`config.mk`:
```
export PLATFORM = sky130hd
export DESIGN_NAME = uart_wb_arbiter
export DESIGN_NICKNAME = d
export VERILOG_FILES = /design/src/rtl/uart_wb_arbiter.sv
export SDC_FILE = /design/constraint.sdc
export NUM_CORES = 1
export LEC_CHECK = 0
export ABC_AREA = 1
export BUFFER_PORTS_ARGS = -buffer_cell sky130_fd_sc_hd__buf_2
export CORE_UTILIZATION = 34
export CTS_CLUSTER_SIZE = 24
export DETAILED_ROUTE_END_ITERATION = 10
export PLACE_DENSITY = 0.84
export SYNTH_ARGS = -nofsm -noshare
export SYNTH_HDL_FRONTEND = slang
export SYNTH_SLANG_ARGS = --single-unit
export TNS_END_PERCENT = 10
```
`constraint.sdc`:
```
create_clock -name clk -period 2 [get_ports clk]
set_clock_uncertainty 0.2 [all_clocks]
set_input_delay 0.2 -clock clk [delete_from_list [all_inputs] [get_ports clk]]
set_output_delay 0.2 -clock clk [all_outputs]
set_load 0.1 [all_outputs]
```
`src/rtl/uart_wb_arbiter.sv`:
```
// Two-master round-robin WISHBONE arbiter in front of the UART register slave port.
// Optional strobe timeout abort is compiled in with `define UART_ARB_TIMEOUT_EN.
module uart_wb_arbiter #(
  parameter int ADDR_WIDTH = 3,
  parameter int TIMEOUT    = 16
) (
  input  logic                  clk,
  input  logic                  wb_rst_i,
  input  logic                  m0_cyc_i,
  input  logic                  m0_stb_i,
  input  logic                  m0_we_i,
  input  logic [ADDR_WIDTH-1:0] m0_adr_i,
  input  logic [7:0]            m0_dat_i,
  output logic [7:0]            m0_dat_o,
  output logic                  m0_ack_o,
  output logic                  m0_err_o,
  input  logic                  m1_cyc_i,
  input  logic                  m1_stb_i,
  input  logic                  m1_we_i,
  input  logic [ADDR_WIDTH-1:0] m1_adr_i,
  input  logic [7:0]            m1_dat_i,
  output logic [7:0]            m1_dat_o,
  output logic                  m1_ack_o,
  output logic                  m1_err_o,
  output logic                  s_cyc_o,
  output logic                  s_stb_o,
  output logic                  s_we_o,
  output logic [ADDR_WIDTH-1:0] s_adr_o,
  output logic [7:0]            s_dat_o,
  input  logic [7:0]            s_dat_i,
  input  logic                  s_ack_i,
  output logic [1:0]            gnt_o
);

  typedef enum logic [1:0] {IDLE = 2'd0, GNT0 = 2'd1, GNT1 = 2'd2} state_t;

  state_t state_q, state_d;
  logic   lastGnt_q, lastGnt_d;
  logic   tmoHit;

  if (TIMEOUT < 2 || TIMEOUT > 255) begin : gBadTimeout
    $error("uart_wb_arbiter: TIMEOUT must be within 2..255");
  end

`ifdef UART_ARB_TIMEOUT_EN
  localparam logic [7:0] TMO_LAST = 8'(TIMEOUT - 1);

  logic [7:0] tmoCnt_q, tmoCnt_d;

  // Counts cycles a granted strobe has waited; the last count aborts the grant.
  assign tmoHit = s_stb_o && !s_ack_i && (tmoCnt_q == TMO_LAST);

  always_comb begin
    tmoCnt_d = tmoCnt_q + 8'd1;
    if (!s_stb_o || s_ack_i || tmoHit) tmoCnt_d = '0;
  end

  always_ff @(posedge clk or posedge wb_rst_i) begin
    if (wb_rst_i) tmoCnt_q <= '0;
    else          tmoCnt_q <= tmoCnt_d;
  end
`else
  assign tmoHit = 1'b0;
`endif

  always_ff @(posedge clk or posedge wb_rst_i) begin
    if (wb_rst_i) begin
      state_q   <= IDLE;
      lastGnt_q <= 1'b1;
    end else begin
      state_q   <= state_d;
      lastGnt_q <= lastGnt_d;
    end
  end

  // On contention the master that was not granted last wins; an owner
  // releasing cyc hands over directly to a waiting master.
  always_comb begin
    state_d   = state_q;
    lastGnt_d = lastGnt_q;
    unique case (state_q)
      IDLE: begin
        if (m0_cyc_i && (!m1_cyc_i || lastGnt_q)) begin
          state_d   = GNT0;
          lastGnt_d = 1'b0;
        end else if (m1_cyc_i) begin
          state_d   = GNT1;
          lastGnt_d = 1'b1;
        end
      end
      GNT0: begin
        if (tmoHit) begin
          state_d = IDLE;
        end else if (!m0_cyc_i) begin
          if (m1_cyc_i) begin
            state_d   = GNT1;
            lastGnt_d = 1'b1;
          end else begin
            state_d = IDLE;
          end
        end
      end
      GNT1: begin
        if (tmoHit) begin
          state_d = IDLE;
        end else if (!m1_cyc_i) begin
          if (m0_cyc_i) begin
            state_d   = GNT0;
            lastGnt_d = 1'b0;
          end else begin
            state_d = IDLE;
          end
        end
      end
      default: state_d = IDLE;
    endcase
  end

  always_comb begin
    s_cyc_o = 1'b0;
    s_stb_o = 1'b0;
    s_we_o  = 1'b0;
    s_adr_o = '0;
    s_dat_o = '0;
    gnt_o   = 2'b00;
    unique case (state_q)
      GNT0: begin
        s_cyc_o = m0_cyc_i;
        s_stb_o = m0_cyc_i && m0_stb_i;
        s_we_o  = m0_we_i;
        s_adr_o = m0_adr_i;
        s_dat_o = m0_dat_i;
        gnt_o   = 2'b01;
      end
      GNT1: begin
        s_cyc_o = m1_cyc_i;
        s_stb_o = m1_cyc_i && m1_stb_i;
        s_we_o  = m1_we_i;
        s_adr_o = m1_adr_i;
        s_dat_o = m1_dat_i;
        gnt_o   = 2'b10;
      end
      default: ;
    endcase
  end

  // Acks reach only the current owner, so an ack arriving after release is dropped.
  assign m0_ack_o = s_ack_i && (state_q == GNT0);
  assign m1_ack_o = s_ack_i && (state_q == GNT1);
  assign m0_err_o = tmoHit && (state_q == GNT0);
  assign m1_err_o = tmoHit && (state_q == GNT1);
  assign m0_dat_o = s_dat_i;
  assign m1_dat_o = s_dat_i;

endmodule

```
# Word level (Yosys, flattened, before mapping)
# Cells that the tools add are included.
# op_classes
magnitude_cmp	0
n_shift	0
addsub	0
n_mul	0
div_mod_pow	0
bitwise_logic	0
n_reduce_logical	11
muxes	19
eq_ne	6
# ops
op	n
one-hot mux 8 bit (2 select lines)	1
2-to-1 mux 2 bit	5
2-to-1 mux 1 bit	6
!= test 2 bit, second input constant	3
one-hot mux 1 bit (2 select lines)	3
one-hot mux 2 bit (3 select lines)	1
one-hot mux 3 bit (2 select lines)	1
logical AND 1 bit	5
one-hot mux 2 bit (2 select lines)	1
AND reduction 4 bit	1
!= test 3 bit, second input constant	1
one-hot mux 1 bit (3 select lines)	1
AND reduction 3 bit	1
nonzero test 3 bit	1
equality test 2 x 1 -> 1 bit, second input constant	1
equality test 2 bit, second input constant	1
logical NOT 2 bit	1
logical NOT 1 bit	1
logical OR 1 bit	1
# totals
rom_bits	0
inputBits	39
latch_bits	0
elab_cells	38
ramBits	0
regBits	3
mem_count	0
output_inout_bits	36

# Longest topological paths before layout
# Gate-level depths: netlist of the first run.
# logic_depth
word_depth	5
depth_mapped	9

# Least setup slack after synthesis of the first run
# OpenSTA, ideal clock, no wires.
# synth_timing
kind	register -> output
startpoint	reg state_q[1]
endpoint	out s_stb_o
path_stages_with_launch	5
arrival_ns	3.007
slack_ns	-1.407
cell_sequence	dfrtp_1 > inv_1 > ha_1 > nand3_1 > a21oi_1
# synth_between
elab_chain_cells	2
# synth_lines
element	line_no	rtl
from (decl)	37	state_t state_q, state_d;
from (signal assigned)	71	state_q <= state_d;
equality test 2 bit / equality test 2 x 1 -> 1 bit (equally long branches)	126	unique case (state_q)
one-hot mux 1 bit (2 select lines) *	126	
to (decl)	26	output logic s_stb_o,
# Every way passes the cells marked *; elsewhere a longest branch is shown, timed or not.

# Final worst setup path of the first run
# Ends and elaborated chain as after synthesis.

==> summary.md, run 1 <==
| Metric | Value |
|---|---|
| P_leak | 0.627 nW |
| YS warnings | 0 |
| Critical Path AT | around 1.6 ns |
| Initial antenna violation count | 0 |
| Outcome | finished, final reports clean |
| Final period util | about 99% |
| Number of antenna diodes | 0 |
| Startpoint types | flip-flop |
| Synthesized area | approximately 680 um^2 |
| Max-slew violations | 0 |
| Synth area leader | nand2_1 |
| First-pass GRT wire length | 3390 um |
| Area delta synth->final | 103% |
| Post-DP HPWL | roughly 1800 um |
| Drt first pass iters | 4 |
| Grt ovf | 0 |
| RePlAce Congestion | 0.888 |
| Final Hold Fails | 0 |
| CP max FO | 7 |
| Final wirelength | approximately 2900 um |
| Max-cap violations | 0 |
| Synth Instances | ~120 |
| Worst Hold Class | in2async |
| Full die area | ~2200 um^2 |
| DR WL/cell | 15.8 um |
| CTS buffer count | 3 |
| I/O Buffers | 48 |
| Final antenna-violating net count | 0 |
| PwrDens | around 2000 nW/um^2 |
| Die Wd | approximately 47 um |
| M1 GR Usage | approximately a fifth |
| Crit end category | primary output |
| Nets | around 200 |
| Crit path time final | roughly 2.0 ns |
| CTS tree | done |
| FF+latch count, synth | 3 |
| Worst-skew pair later-pin latency | about 0.23 ns |
| Peak supply drop | approximately 1.2 mV |
| DRC viols | 0 |
| Ranking of synthesized cells by area | nand2_1 (24%), buf_4 (21%), ha_1 (11%) |
| Highest Clock Rate | a little over 500 MHz |
| CTS max path bufs | 2 |
| Largest net degree at the start of global routing | 16 |
| Async SR Flop Fraction | between 90% and 100% |
| Synth Flop Type | dfrtp_1 |
| Vias | between 800 and 900 |
| # setup viols final | 0 |
| Syn_area_per_cell | 5.88 um^2 |
| H-tree levels | 1 |
| Io pins | 75 |
| Final Power | about 0.0028 W |
| Commonest non-fill, non-tap cell in the layout | nand2_1 |
| DIE HEIGHT | 46.8 um |
| GR Util met2 | 43.6% |
| Initial Util | a little under two fifths |
| Post-synth EDFFs | 0 |
| Commonest cells after routing, fill and taps aside | nand2_1 (41), buf_2 (32), buf_12 (17) |
| Final core utilization | ~77% |
| CTS Sinks | 3 |
| Clk slew on worst S/H paths | 0.03 ns |
| # rows | 15 |
| Busiest grt layer | met2 |
| Core ar. | 1800 um^2 |
| Root Buffer | clkbuf_4 |
| Share of cells above drive strength 1 | a little under 60% |
| Worst EP required | around 1.6 ns |
| Vias per inst | between 4 and 5 |
| Yosys top cell area share | 24.2% |
| Met3 usage | 7.69% |
| Sequential share of the synthesized area | 11.2% |
| Gr usage total | about 22% |
| Distinct cell type count after synthesis | 19 |
| 1st-iter DRT viols | 15 |
| Setup CP Type | reg2out |
| Vias in the first global route | roughly 830 |
| Fillers | about 110 |
[worst paths after layout]
check	from	end	slack [ns]	cells after the start
min	wb_rst_i	state_q[1]$_DFFE_PP0P_	0.18	3
max	state_q[1]$_DFFE_PP0P_	s_stb_o	0.03	6
min reg2reg	lastGnt_q$_DFFE_PP1P_	lastGnt_q$_DFFE_PP1P_	0.30	2
max in group asynchronous	wb_rst_i	lastGnt_q$_DFFE_PP1P_	1.22	3
min in group clk	s_dat_i[5]	m1_dat_o[5]	0.20	0
max reg2reg	state_q[0]$_DFFE_PP0P_	state_q[0]$_DFFE_PP0P_	0.34	9
[layout make-up]
cell class | count | area (um^2) | area share, %
Clock buffer | 4 | 26.3 | 1.89
Inverter | 11 | 41.3 | 2.98
Multi-Input combinational cell | 81 | 609 | 43.9
Sequential cell | 3 | 76.3 | 5.50
Tap cell | 25 | 31.3 | 2.25
Timing Repair Buffer | 58 | 603 | 43.5
[per-layer routing]
metal,part of all wire (%),routed length [um]
met1,34,983
met4,2.8,81
met3,8.6,247
met2,54,1560
met5,0,0
[state kept, by name, summed over array words and instances, names as in the netlist]
name,cells
lastGnt_q,1
state_q,2
[logic make-up (layout without fill, tap and decap cells)]
kind of cell	after synthesis	in the layout	share of synthesized area (%)
flops	3	3	11.2
other cells	1	2	0.550
buf+inv	33	73	30.1
fa+ha+maj	6	6	11.0
compound gates	16	16	11.7
simple gates	57	57	35.4
[report_power, final]
part           internal, W  leakage (nW)  switching (W)
Sequential       0.0000970        0.0360      0.0000244
Clock            0.0000746        0.0150      0.0000286
Combinational     0.000892         0.576        0.00165
[metrics by stage]
stage          setup slack, ns  instances  hold WS (ns)  TNS, ns  instance area (um^2)
2_1_floorplan           -0.294        117        -0.247    -2.51                   823
3_3_place_gp             0.241        172        -0.136        0                  1210
3_5_place_dp             0.147        172        -0.135        0                  1210
4_1_cts                0.00249        180         0.165        0                  1270
5_1_grt                -0.0407        182         0.163   -0.121                  1390
6_report                0.0265        182         0.179        0                  1390
[Yosys cell counts, types with 2 or more instances]
cell     number
a21oi_1      14
buf_2         2
buf_4        19
dfrtp_1       2
ha_1          6
inv_1         8
inv_2         3
nand2_1      44
nand3_1       6
nor2_1        3
[worst max-delay path, stage by stage (launching register included)]
cell and delay, ns:
dfrtp_1 0.39, inv_2 0.09, ha_4 0.28, inv_2 0.06
clkbuf_16 0.17, a21oi_4 0.15, buf_12 0.19
[timing repair]
action	CTS	global route
setup endpoints to repair	14	14
cloned	0	2
pin swaps	0	2
setup buffers	3	0
hold buffers	1	0
hold endpoints to repair	3	0
gates resized for setup	1	19
No activity file was read; power rests on OpenSTA's default activity.
==> run 2, diff against run 1 <==
- clock period: 2 -> 2.09 ns (I/O delays scaled with it)
==> run 2 against run 1 <==
  * Die area unchanged
  * Global-route usage down 2.5 points
  * Utilization down 11 points
  * Combinational power down 22%
  * Critical path depth unchanged
  * Clock-buffer cell count unchanged
  * Hold slack better by 0.0042 ns
  * Power down 20%
  * First-iteration DRC count up 6.7%
  * Worst setup slack better by 0.063 ns
  * Largest power group unchanged
==> summary.md, run 2 (synthesis results as in run 1) <==
| Metric | Value |
|---|---|
| Outcome | finished, final reports clean |
| Grt ovf | 0 |
| Nets | 201 |
| Gr usage total | ~20% |
| Hold WS | 0.183 ns |
| Worst EP required | 1.68 ns |
| Crit path time final | 2.00 ns |
| Largest net degree at the start of global routing | 15 |
| Register with the most flip-flops | state_q |
| Critical Path AT | 1.59 ns |
| RePlAce Congestion | 0.887 |
| Initial Util | roughly 38% |
| Final antenna-violating net count | 0 |
| Share of cells above drive strength 1 | 53.5% |
| Commonest non-fill, non-tap cell in the layout | nand2_1 |
| H-tree levels | 1 |
| Drt first pass iters | 4 |
| Clk slew on worst S/H paths | approximately 0.03 ns |
| Commonest cells after routing, fill and taps aside | nand2_1 (44), buf_2 (32), buf_12 (16) |
| DR WL/cell | around 11 um |
| Startpoint types | flip-flop |
| Finished Layout Cells | 180 |
| # rows | 15 |
| R2R setup slack | 0.43 ns |
| Final period util | a little over nine tenths |
| Io pins | 75 |
| Setup CP Type | reg2out |
| Initial antenna violation count | 0 |
| Vias | 801 |
| Area of placed instances | 1130 um^2 |
| Crit end category | primary output |
| Worst Hold Class | in2async |
| CTS max path bufs | 2 |
| Placed Instances | ~170 |
| RR Startpoint | state_q[1]$_DFFE_PP0P_ |
| Final Hold Fails | 0 |
| First-pass GRT wire length | 3130 um |
| Number of antenna diodes | 0 |
| Final Power | 0.00222 W |
| Largest regs | state_q x2, lastGnt_q x1 |
| Final wirelength | 1960 um |
| I/O Buffers | between 40 and 50 |
| Post-DP HPWL | 1690 um |
| Vias per inst | 4.45 |
| # setup viols final | 0 |
| CTS buffer count | 3 |
| Root Buffer | clkbuf_4 |
| Worst-skew pair later-pin latency | between 0.2 and 0.25 ns |
| CTS tree | done |
| PwrDens | 1860 nW/um^2 |
| Peak supply drop | 1.38 mV |
| CP max FO | 8 |
| DIE HEIGHT | ~47 um |
| Worst Slack Setup Final | between 0.08 and 0.09 ns |
| Full die area | approximately 2200 um^2 |
| Die Wd | roughly 47 um |
| Max FFs per register | 2 |
| Highest Clock Rate | around 500 MHz |
| Core ar. | about 1800 um^2 |
| CTS Sinks | 3 |
| Vias in the first global route | 771 |
| Post-Layout Inst Area | 1190 um^2 |
| 1st-iter DRT viols | 16 |
| Terminus of the critical flop-to-flop path | state_q[0]$_DFFE_PP0P_ |
| Area delta synth->final | 74.5% |
| Max-cap violations | 0 |
| Dpl ws | between 0.2 and 0.3 ns |
| Register-to-Register Path Depth | 9 |
| P_leak | around 0.6 nW |
| Max-slew violations | 0 |
| DRC viols | 0 |
## run 2: metrics by stage
stage | util [%] | setup TNS [ns]
after global placement | 62.9 | 0
after detailed placement | 62.9 | 0
after floorplan | - | -3.39
after CTS | 64.9 | 0
final | 66.0 | 0
after global routing | 66.0 | -0.00383
## run 2: metal layers
layer | GRT usage [%] | up-vias | wire [um]
met5 | 0 | - | 0
met4 | 8.00 | 0 | 51
met3 | 5.00 | 7 | 79
met2 | 40.6 | 22 | 1100
met1 | 18.4 | 359 | 724
li1 | - | 413 | -
## run 2: repair_timing
action	4_1_cts	5_1_grt
hold buffers	1	0
resized for setup	0	3
setup endpoints to repair	0	14
endpoints found under the hold margin	3	0
buffers inserted	0	2
## run 2: layout make-up
type / instances / area, um^2
multi-input cells: 81 / 467
flip-flops and latches: 3 / 77.6
well taps: 25 / 31.3
repair buffers: 56 / 547
inverters: 11 / 41.3
clock buffers: 4 / 26.3
fillers: 155 / 612
## run 2: worst max-delay path by stage
stage	cells past startpoint	from	slack, ns	to
after floorplan	5	state_q[0]$_DFFE_PP0P_	-0.26	s_adr_o[2]
after global placement	6	state_q[0]$_DFFE_PP0P_	0.34	s_adr_o[0]
after detailed placement	6	state_q[1]$_DFFE_PP0P_	0.26	s_dat_o[1]
after CTS	6	state_q[1]$_DFFE_PP0P_	0.01	s_dat_o[1]
after global routing	6	state_q[1]$_DFFE_PP0P_	-0.003	s_dat_o[1]
final	6	state_q[1]$_DFFE_PP0P_	0.09	s_dat_o[1]
## run 2: power by group
part	total [W]	internal [W]	switching [W]
combinational	0.00199	0.000642	0.00135
clock	0.000105	0.0000717	0.0000329
sequential	0.000122	0.0000943	0.0000278
## run 2: critical path: stages (launching register included)
cell,delay [ns]
dfrtp_1,0.37
inv_1,0.09
ha_1,0.30
inv_1,0.05
buf_4,0.17
a21oi_2,0.17
buf_12,0.20
==> run 3, diff against run 2 <==
- RECOVER_POWER: default -> 100
==> run 3 against run 2 <==
  * Final area decreased by 12%
  * Clock-buffer cell count unchanged
  * Via count down 0.12%
  * Sequential power hardly changed
  * Hold slack about the same
  * Die area unchanged
  * Critical endpoint unchanged
  * Sequential share of layout area grew 0.85 points
  * Flip-flop and latch count unchanged
  * Largest power group unchanged
  * Largest cell class is now multi-input combinational cells
==> summary.md, run 3 (synthesis results as in run 1) <==
| Metric | Value |
|---|---|
| Max-cap violations | 0 |
| DRC viols | 0 |
| Share of cells above drive strength 1 | a little over half |
| Critical Path AT | around 1.6 ns |
| Outcome | finished, final reports clean |
| Setup TNS | 0 ns |
| Worst-Margin Slew | roughly 0.54 ns |
| RePlAce Congestion | 0.887 |
| Commonest non-fill, non-tap cell in the layout | nand2_1 |
| P_sw | 0.00137 W |
| Full die area | 2190 um^2 |
| Final period util | 96.1% |
| Crit end category | primary output |
| I/O Buffers | 48 |
| Clk slew on worst S/H paths | 0.03 ns |
| Crit path time final | ~2.0 ns |
| Initial antenna violation count | 0 |
| Grt ovf | 0 |
| Clock share of power | 5.2% |
| Max FFs per register | 2 |
| Final wirelength | between 1500 and 2000 um |
| 1st-iter DRT viols | 10 |
| Cell mode on critical path | inv_1 |
| Nets | 201 |
| Core ar. | between 1500 and 2000 um^2 |
| # rows | 15 |
| CTS buffer count | 3 |
| Drt first pass iters | 4 |
| Max-slew violations | 0 |
| Finished Layout Cells | 180 |
| Fillers | 180 |
| Post-DP HPWL | ~1700 um |
| Setup CP Type | reg2out |
| Initial Util | 37.8% |
| Peak supply drop | between 1 and 1.5 mV |
| DR WL/cell | around 11 um |
| Internal | around 0.00064 W |
| Slowest CP cell | dfrtp_1 |
| Final core utilization | around three fifths |
| Sequential power share | roughly 6% |
| # setup viols final | 0 |
| Largest regs | state_q x2, lastGnt_q x1 |
| Area delta synth->final | 54.3% |
| Combinational Power Share | about nine tenths |
| PwrDens | approximately 1900 nW/um^2 |
| Crit path cell chain | inv_1, ha_1, inv_1, buf_4, a21oi_2, buf_6 |
| Terminus of the critical flop-to-flop path | state_q[0]$_DFFE_PP0P_ |
| Vias in the first global route | between 700 and 800 |
| R2R setup slack | ~0.36 ns |
| CTS max path bufs | 2 |
| Root Buffer | clkbuf_4 |
| Register-to-Register Path Depth | 9 |
| First-pass GRT wire length | 3130 um |
| Final Power | ~0.0020 W |
| Vias per inst | about 4.4 |
| CP max FO | 8 |
| Fraction of power spent switching nets | 68.1% |
| Max incr delay on CP | approximately 0.37 ns |
| Post-Layout Inst Area | 1050 um^2 |
| Placed Instances | ~170 |
| RR Startpoint | state_q[1]$_DFFE_PP0P_ |
| Die Wd | between 40 and 50 um |
| P_leak | 0.554 nW |
| Vias | 800 |
| Final Hold Fails | 0 |
| Area of placed instances | roughly 1100 um^2 |
| Worst Hold Class | in2async |
| Register with the most flip-flops | state_q |
| Gr usage total | about 20% |
| Startpoint types | flip-flop |
| Highest Clock Rate | 498 MHz |
| DIE HEIGHT | 46.8 um |
| CTS tree | done |
| CTS Sinks | 3 |
| Io pins | 75 |
| Commonest cells after routing, fill and taps aside | nand2_1 (44), buf_2 (30), a21oi_2 (13), buf_6 (13), buf_4 (8) |
| H-tree levels | 1 |
| Worst-skew pair later-pin latency | roughly 0.24 ns |
| Largest net degree at the start of global routing | 15 |
| Final antenna-violating net count | 0 |
| Worst rel slew slack | 64.1% |
| Worst EP required | between 1.5 and 2 ns |
| Number of antenna diodes | 0 |
## run 3: how the worst max path moves through the flow
stage                                 startpoint          to  slack (ns)
after CTS                 state_q[1]$_DFFE_PP0P_  s_dat_o[1]        0.01
final                     state_q[1]$_DFFE_PP0P_  s_dat_o[1]        0.08
after detailed placement  state_q[1]$_DFFE_PP0P_  s_dat_o[1]        0.26
after global placement    state_q[0]$_DFFE_PP0P_  s_adr_o[0]        0.34
after floorplan           state_q[0]$_DFFE_PP0P_  s_adr_o[2]       -0.26
after global routing      state_q[1]$_DFFE_PP0P_  s_dat_o[1]       -0.01
## run 3: cell type report
class	count	area [um^2]	share of cell area (%)
clock buffer	4	26.3	2.50
inverter	11	41.3	3.92
multi-input combinational	81	459	43.6
sequential	3	77.6	7.37
tap	25	31.3	2.97
timing repair buffer	56	417	39.6
## run 3: routing by layer
layer	vias up	track usage [%]	share of wire, %
met3	7	5.00	4.4
met5	-	0	0
li1	414	-	-
met4	0	8.00	2.6
met2	22	40.6	56
met1	357	18.4	37
## run 3: critical path: cells and delay by family, from the launching register on
family / cells / cell delay (ns)
adder cells (fa/ha/maj): 1 / 0.30
buffers and inverters: 4 / 0.55
flip-flops: 1 / 0.37
AO/OA/AOI/OAI: 1 / 0.13
## run 3: power groups by stage
stage | clock network, W | logic, W | registers [W]
detailed placement | 0 | 0.00196 | 0.000123
CTS | 0.000107 | 0.00197 | 0.000123
floorplan | 0 | 0.00151 | 0.000115
finish | 0.000104 | 0.00179 | 0.000122
global placement | 0 | 0.00193 | 0.000119
global route | 0.000114 | 0.00188 | 0.000127
## run 3: what timing repair did
| item | CTS | global route |
|---|---|---|
| endpoints found under the setup margin | 0 | 14 |
| hold endpoints to repair | 3 | 0 |
| resized for setup | 0 | 3 |
| buffers inserted | 0 | 2 |
| hold buffers | 1 | 0 |
## run 3: metrics by stage
step	hold WS [ns]	setup WS [ns]
detailed placement	-0.123	0.264
global placement	-0.127	0.337
floorplan	-0.238	-0.261
global route	0.188	-0.0104
finish	0.183	0.0809
CTS	0.181	0.0102
